--- src/rtl/modulo_fold_encoder_if.sv ---
// Sample-in / code-out bundle of the modulo fold encoder.
// The sample source drives "master"; the encoder sits on "slave".
interface modulo_fold_encoder_if #(
  parameter int WIDTH = 24
);
  logic             clk_en;
  logic             valid_in;
  logic [WIDTH-1:0] x_in;
  logic             in_ready;
  logic             valid_out;
  logic [11:0]      adc_code;
  logic [WIDTH-1:0] y_out;
  logic [7:0]       fold_count;
  logic             overflow;

  modport master (
    output clk_en, valid_in, x_in,
    input  in_ready, valid_out, adc_code, y_out, fold_count, overflow
  );

  modport slave (
    input  clk_en, valid_in, x_in,
    output in_ready, valid_out, adc_code, y_out, fold_count, overflow
  );
endinterface

--- src/rtl/modulo_fold_encoder.sv ---
// Forward model of a self-reset (modulo) ADC: folds a signed sample into
// [-LAMBDA, LAMBDA), reports the fold count k and the 12-bit code. Falling-edge design.
module modulo_fold_encoder #(
  parameter int               WIDTH           = 24,
  parameter int               FRACTIONAL_BITS = 16,
  parameter logic [WIDTH-1:0] LAMBDA          = 24'h00C000,
  parameter logic [31:0]      CODE_SCALE      = 32'h0AAAAAAB,
  parameter int               MAX_FOLDS       = 127
) (
  input logic                  clk,
  input logic                  reset,
  modulo_fold_encoder_if.slave bus
);

  // One guard bit above WIDTH so that adding or removing 2*lambda never wraps.
  localparam logic signed [WIDTH:0] ONE_W     = {{WIDTH{1'b0}}, 1'b1};
  localparam logic signed [WIDTH:0] LAM_W     = {1'b0, LAMBDA};
  localparam logic signed [WIDTH:0] NEG_LAM_W = -LAM_W;
  localparam logic signed [WIDTH:0] TWO_LAM_W = LAM_W + LAM_W;
  localparam logic signed [WIDTH:0] LAM_M1_W  = LAM_W - ONE_W;
  localparam logic signed [7:0]     K_MAX     = 8'(MAX_FOLDS);
  localparam logic signed [7:0]     K_MIN     = -K_MAX;

  if (FRACTIONAL_BITS >= WIDTH) begin : g_format_check
    $error("modulo_fold_encoder: FRACTIONAL_BITS must be below WIDTH");
  end

  typedef enum logic [1:0] {
    ST_IDLE = 2'd0,
    ST_FOLD = 2'd1,
    ST_MUL  = 2'd2,
    ST_OUT  = 2'd3
  } state_e;

  state_e                  state_r;
  state_e                  state_nxt_s;
  logic signed [WIDTH:0]   acc_r;
  logic signed [WIDTH:0]   acc_nxt_s;
  logic signed [7:0]       k_r;
  logic signed [7:0]       k_nxt_s;
  logic                    ovf_r;
  logic                    ovf_nxt_s;
  logic [49:0]             prod_r;
  logic                    in_ready_r;
  logic                    valid_out_r;
  logic [11:0]             adc_code_r;
  logic [WIDTH-1:0]        y_out_r;
  logic [7:0]              fold_count_r;
  logic                    overflow_r;

  logic                    accept_s;
  logic signed [WIDTH:0]   x_ext_s;
  logic [17:0]             offset_s;
  logic [49:0]             prod_s;
  logic [11:0]             code_sat_s;

  assign accept_s = bus.clk_en & bus.valid_in & in_ready_r;
  assign x_ext_s  = {bus.x_in[WIDTH-1], bus.x_in};

  // (acc + lambda) lies in [0, 2*lambda) once folded, so 18 unsigned bits suffice.
  assign offset_s = 18'(acc_r + LAM_W);
  assign prod_s   = {32'd0, offset_s} * {18'd0, CODE_SCALE};

  // Saturate the scaled code to the 12-bit ADC range.
  always_comb begin
    code_sat_s = 12'd0;
    if (|prod_r[49:44]) begin
      code_sat_s = 12'hFFF;
    end else begin
      code_sat_s = prod_r[43:32];
    end
  end

  // Next-state and fold-step datapath.
  always_comb begin
    state_nxt_s = state_r;
    acc_nxt_s   = acc_r;
    k_nxt_s     = k_r;
    ovf_nxt_s   = ovf_r;
    case (state_r)
      ST_IDLE, ST_OUT: begin
        if (accept_s) begin
          state_nxt_s = ST_FOLD;
          acc_nxt_s   = x_ext_s;
          k_nxt_s     = 8'sd0;
          ovf_nxt_s   = 1'b0;
        end else begin
          state_nxt_s = ST_IDLE;
        end
      end
      ST_FOLD: begin
        if (acc_r >= LAM_W) begin
          if (k_r == K_MAX) begin
            acc_nxt_s   = LAM_M1_W;
            ovf_nxt_s   = 1'b1;
            state_nxt_s = ST_MUL;
          end else begin
            acc_nxt_s = acc_r - TWO_LAM_W;
            k_nxt_s   = k_r + 8'sd1;
          end
        end else if (acc_r < NEG_LAM_W) begin
          if (k_r == K_MIN) begin
            acc_nxt_s   = NEG_LAM_W;
            ovf_nxt_s   = 1'b1;
            state_nxt_s = ST_MUL;
          end else begin
            acc_nxt_s = acc_r + TWO_LAM_W;
            k_nxt_s   = k_r - 8'sd1;
          end
        end else begin
          state_nxt_s = ST_MUL;
        end
      end
      ST_MUL: begin
        state_nxt_s = ST_OUT;
      end
      default: begin
        state_nxt_s = ST_IDLE;
      end
    endcase
  end

  // State register; clk_en low freezes the machine.
  always_ff @(negedge clk or negedge reset) begin
    if (!reset) begin
      state_r <= ST_IDLE;
    end else if (bus.clk_en) begin
      state_r <= state_nxt_s;
    end
  end

  // Working registers and registered outputs.
  always_ff @(negedge clk or negedge reset) begin
    if (!reset) begin
      acc_r        <= '0;
      k_r          <= 8'sd0;
      ovf_r        <= 1'b0;
      prod_r       <= 50'd0;
      in_ready_r   <= 1'b1;
      valid_out_r  <= 1'b0;
      adc_code_r   <= 12'd0;
      y_out_r      <= '0;
      fold_count_r <= 8'd0;
      overflow_r   <= 1'b0;
    end else if (bus.clk_en) begin
      acc_r       <= acc_nxt_s;
      k_r         <= k_nxt_s;
      ovf_r       <= ovf_nxt_s;
      // Ready during OUT as well, so a new sample can enter as valid_out rises.
      in_ready_r  <= (state_nxt_s == ST_IDLE) || (state_nxt_s == ST_OUT);
      valid_out_r <= (state_r == ST_OUT);
      if (state_r == ST_MUL) begin
        prod_r <= prod_s;
      end
      if (state_r == ST_OUT) begin
        adc_code_r   <= code_sat_s;
        y_out_r      <= acc_r[WIDTH-1:0];
        fold_count_r <= k_r;
        overflow_r   <= ovf_r;
      end
    end
  end

  assign bus.in_ready   = in_ready_r;
  assign bus.valid_out  = valid_out_r;
  assign bus.adc_code   = adc_code_r;
  assign bus.y_out      = y_out_r;
  assign bus.fold_count = fold_count_r;
  assign bus.overflow   = overflow_r;

endmodule

--- src/flat_wrapper.sv ---
// flat-port wrapper written by rule: the top's interface ports become plain ports
module modulo_fold_encoder_flat 
#(
  parameter int               WIDTH           = 24,
  parameter int               FRACTIONAL_BITS = 16,
  parameter logic [WIDTH-1:0] LAMBDA          = 24'h00C000,
  parameter logic [31:0]      CODE_SCALE      = 32'h0AAAAAAB,
  parameter int               MAX_FOLDS       = 127
)
  (clk, reset, bus_clk_en, bus_valid_in, bus_x_in, bus_in_ready, bus_valid_out, bus_adc_code, bus_y_out, bus_fold_count, bus_overflow);
  modulo_fold_encoder_if #(.WIDTH(WIDTH)) bus_i ();
  input logic clk;
  input logic reset;
  input wire logic [$bits(bus_i.clk_en)-1:0] bus_clk_en;
  input wire logic [$bits(bus_i.valid_in)-1:0] bus_valid_in;
  input wire logic [$bits(bus_i.x_in)-1:0] bus_x_in;
  output wire logic [$bits(bus_i.in_ready)-1:0] bus_in_ready;
  output wire logic [$bits(bus_i.valid_out)-1:0] bus_valid_out;
  output wire logic [$bits(bus_i.adc_code)-1:0] bus_adc_code;
  output wire logic [$bits(bus_i.y_out)-1:0] bus_y_out;
  output wire logic [$bits(bus_i.fold_count)-1:0] bus_fold_count;
  output wire logic [$bits(bus_i.overflow)-1:0] bus_overflow;
  assign bus_i.clk_en = bus_clk_en;
  assign bus_i.valid_in = bus_valid_in;
  assign bus_i.x_in = bus_x_in;
  assign bus_in_ready = bus_i.in_ready;
  assign bus_valid_out = bus_i.valid_out;
  assign bus_adc_code = bus_i.adc_code;
  assign bus_y_out = bus_i.y_out;
  assign bus_fold_count = bus_i.fold_count;
  assign bus_overflow = bus_i.overflow;
  modulo_fold_encoder #(.WIDTH(WIDTH), .FRACTIONAL_BITS(FRACTIONAL_BITS), .LAMBDA(LAMBDA), .CODE_SCALE(CODE_SCALE), .MAX_FOLDS(MAX_FOLDS)) u_core (.clk(clk), .reset(reset), .bus(bus_i));
endmodule
--- config.mk ---
export PLATFORM = sky130hd
export DESIGN_NAME = modulo_fold_encoder_flat
export DESIGN_NICKNAME = d
export VERILOG_FILES = /design/src/rtl/modulo_fold_encoder_if.sv /design/src/rtl/modulo_fold_encoder.sv /design/src/flat_wrapper.sv
export SDC_FILE = /design/constraint.sdc
export NUM_CORES = 1
export LEC_CHECK = 0
export ABC_AREA = 1
export CORE_MARGIN = 5
export CORE_UTILIZATION = 35
export DETAILED_ROUTE_END_ITERATION = 8
export PLACE_DENSITY = 0.49
export REMOVE_ABC_BUFFERS = 1
export SLEW_MARGIN = 15
export SYNTH_ARGS = -nofsm -noshare
export SYNTH_HDL_FRONTEND = slang
export SYNTH_SLANG_ARGS = --single-unit
--- constraint.sdc ---
create_clock -name clk -period 7.7 [get_ports clk]
set_input_delay 2.31 -clock clk [delete_from_list [all_inputs] [get_ports clk]]
set_output_delay 2.31 -clock clk [all_outputs]
set_load 0.01 [all_outputs]
# Word level (Yosys, flattened, before mapping)
# Cells that the tools add are included.
# classes
addsub	5
mul	1
order_cmp	2
n_eq_ne	12
n_mux	25
bitwise_logic	2
reduce_logical	11
# ops
cell	n
25-bit two-way mux	5
25-bit case mux with 2 select lines	1
18-bit by 28-bit multiplier with 46-bit output (second input constant)	1
8-bit two-way mux	5
25-bit by 18-bit adder with 25-bit output (second input constant)	1
25-bit by 17-bit greater-or-equal comparator with 1-bit output (second input constant)	1
25-bit by 17-bit < comparator with 1-bit output (second input constant)	1
25-bit by 18-bit subtractor with 25-bit output (second input constant)	1
18-bit by 17-bit adder with 18-bit output (second input constant)	1
8-bit == test (second input constant)	2
8-bit case mux with 2 select lines	1
12-bit two-way mux	1
6-bit AND reduction	2
8-bit by 2-bit adder with 8-bit output (second input constant)	1
2-bit two-way mux	4
8-bit by 2-bit subtractor with 8-bit output (second input constant)	1
2-bit == test (second input constant)	3
1-bit two-way mux	6
3-bit by 1-bit != test with 1-bit output (second input constant)	2
3-bit != test (second input constant)	2
2-bit case mux with 3 select lines	1
2-bit zero test	2
2-bit AND reduction	2
4-bit AND reduction	1
8 further kinds	10
# totals
regBits	129
output_inout_bits	47
elab_cells	69

# Logic depth before layout (Yosys ltp)
# depth
word_depth	7
mapped_depth	28
depth_no_buf	28

==> key figures <==
Logic synthesis
  – Seq/Total Area, Yosys: 21.6%
  – Post-synth EDFFs: 0
  – Largest area contributor in the netlist: dfrtn_1
  – Synth area leaders: dfrtn_1 (21%), fa_1 (18%), ha_1 (16%)
  – Top-count cell post-synth: nand2_1
  – Synth top cells by count: nand2_1 (334), inv_1 (287), ha_1 (146), fa_1 (103), o21ai_0 (99)
  – Mean Syn Cell Area: 7.76 µm²
  – Syn Inst Count: between 1,000 and 1,500
  – Post-Syn Area: between 10,000 and 15,000 µm²
  – Post-synth top flop: dfrtn_1
  – Yosys reg bits: 97
  – Warnings from Yosys: 0
  – Yosys cell types: 43
  – Share of flip-flops with an asynchronous set or reset: 100%
  – Area share of the leading cell type in the synthesized netlist: 21.4%

Critical path
  – Instance count on the critical path: 1
  – Worst Path Required: 5.39 ns
  – CP max stage delay: 0.54 ns
  – WP buf/inv: 1
  – Family with the most delay on the worst path: flip-flops
  – Critical path class: register to output pin
  – CP max-delay cell: dfstp_2
  – Reg2Reg Depth: 22
  – Critical Path Start Type: register
  – Worst-path maximum fanout: 3
  – Crit path DAT: 5.33 ns
  – Crit. End Element: output pin
  – Crit-path cells: clkdlybuf4s50_1

Job
  – Total of max-cap violations: 0

Detailed routing
  – DR vias/cell: 4.78
  – Vias: 9,265
  – Residual DRC: 0
  – DRT Pass-1 Iters: 5
  – Post-route ant nets: 0
  – Final WL: 29,900 µm
  – DR iter-0 viols: 625
  – WL per Instance: between 15 and 20 µm

Clock tree
  – Hold-fix buffers at CTS: 0
  – TritonCTS clock tree: yes
  – Num CTS Buffers: 9
  – Clock sink count: 97
  – Clk slew on worst S/H paths: 0.05 ns
  – Post-CTS Repair Setup Buffers: 0
  – Post-cts sizing count: 0
  – CTS root buf: clkbuf_16
  – Clock tree buffer depth: 2
  – H-tree depth: 3
  – Worst-Skew Late Latency: 0.40 ns

Die
  – Core area: 31,600 µm²
  – Row count: 65
  – Die ar.: 35,800 µm²
  – I/O Pins: 75
  – Initial Util: around 36%
  – Die H: 189 µm
  – Chip Width: 189 µm

Timing
  – Clock skew: 0.0527 ns
  – Count of final setup violators: 0
  – Setup_tns: 0 ns
  – Final worst slack: between 0.06 and 0.07 ns
  – Worst-Margin Slew: 0.670 ns
  – RSZ-0062 raised after global routing: no
  – Hold Fails Final Rpt: 0
  – Relative slew slack: a little over half
  – Pins Over Slew Limit: 0

Run status
  – Status: finished clean

Final layout
  – Final core occ: 40.7%
  – Fillers: 3,261
  – Antenna cell count: 0
  – Layout cells sized above 1: 5.60%
  – Area growth, synth to finish: 14.6%
  – Fin nets: 1,807

Placed design
  – DP HPWL: 25,900 µm
  – DP Worst Slack: -0.201 ns
  – Port bufs: 74
  – GPL Wtd Cong: between 0.8 and 0.9

Global routing
  – Gr ovfl total: 0
  – Largest net degree at the start of global routing: 38
  – Initial antenna violation count: 0
  – Vias in the first global route: 9,209
  – First-pass GRT wire length: 49,100 µm
  – Gr usage total: 17.0%

Worst hold path
  – Hold Path Depth: 2
  – Min-delay worst type: register to register
==> routing by layer <==
| layer | part of all wire [%] | track usage, % | up-vias |
|---|---|---|---|
| li1 | - | - | 4724 |
| met1 | 49 | 25.1 | 4326 |
| met2 | 44 | 26.4 | 189 |
| met3 | 4.4 | 2.88 | 26 |
| met4 | 1.8 | 3.78 | 0 |
| met5 | 0 | 0 | - |
==> worst register-to-register path, delay by kind of cell (launching register included) <==
kind,cells,cell delay [ns]
simple gates,10,1.88
xor+xnor,1,0.39
buf+inv,3,0.32
flops,1,0.65
fa+ha+maj,8,3.83
==> cell usage in the layout, fill, tap and decap left out, types with 15 or more instances in the layout <==
cell             instances
nand2_1                333
inv_1                  287
ha_1                   146
fa_1                   103
o21ai_0                 99
dfrtn_1                 96
nor2_1                  92
clkdlybuf4s50_1         73
a21oi_1                 66
nand3_1                 59
nor3_1                  29
buf_4                   16
xor2_1                  15
==> final cells by class <==
type	instances	area [µm²]	area share, %
Tap cell	402	503	3.90
Sequential cell	97	2430	18.8
Inverter	294	1100	8.56
Clock buffer	9	225	1.75
Clock inverter	8	73.8	0.573
Timing Repair Buffer	96	991	7.69
Multi-Input combinational cell	1031	7570	58.7
==> metrics by stage <==
step	instance area, µm²	std cells	hold slack, ns
CTS	12900	1937	0.420
global placement	12600	1921	0.420
finish	12900	1937	0.416
detailed placement	12600	1921	0.419
global route	12900	1937	0.434
floorplan	11100	1423	0.411
==> registers in the layout (all words and copies together) (netlist names) <==
signal / flops
u_core.acc_r: 25
u_core.bus.y_out: 24
u_core.prod_r: 14
u_core.bus.adc_code: 12
u_core.bus.fold_count: 8
u_core.k_r: 8
u_core.state_r: 2
u_core.bus.in_ready: 1
u_core.bus.overflow: 1
u_core.bus.valid_out: 1
u_core.ovf_r: 1
==> final timing paths <==
kind,start,slack [ns],end
max,u_core.bus.in_ready,0.06,bus_in_ready
max reg2reg,u_core.acc_r[16],0.46,u_core.prod_r[38]
max in group asynchronous,reset,1.40,u_core.prod_r[35]
min in group asynchronous,reset,5.67,u_core.bus.fold_count[2]
min reg2reg,u_core.bus.valid_out,0.42,u_core.bus.valid_out
min,u_core.bus.valid_out,0.42,u_core.bus.valid_out
==> logic make-up (layout without fill, tap and decap cells) <==
logic type	after synthesis	in the layout	share of synthesized area, %
adders and majority gates	249	249	34.6
DFF	97	97	21.6
and+or+nand+nor	557	557	21.0
muxes	4	4	0.401
buffers and inverters	322	407	11.1
AOI/OAI and AO/OA	200	200	9.66
xor gates and xnor gates	21	21	1.64
Power is left out: the tool's default activity adds up to more than one toggle a clock period on the data nets, which glitch-free logic cannot reach.
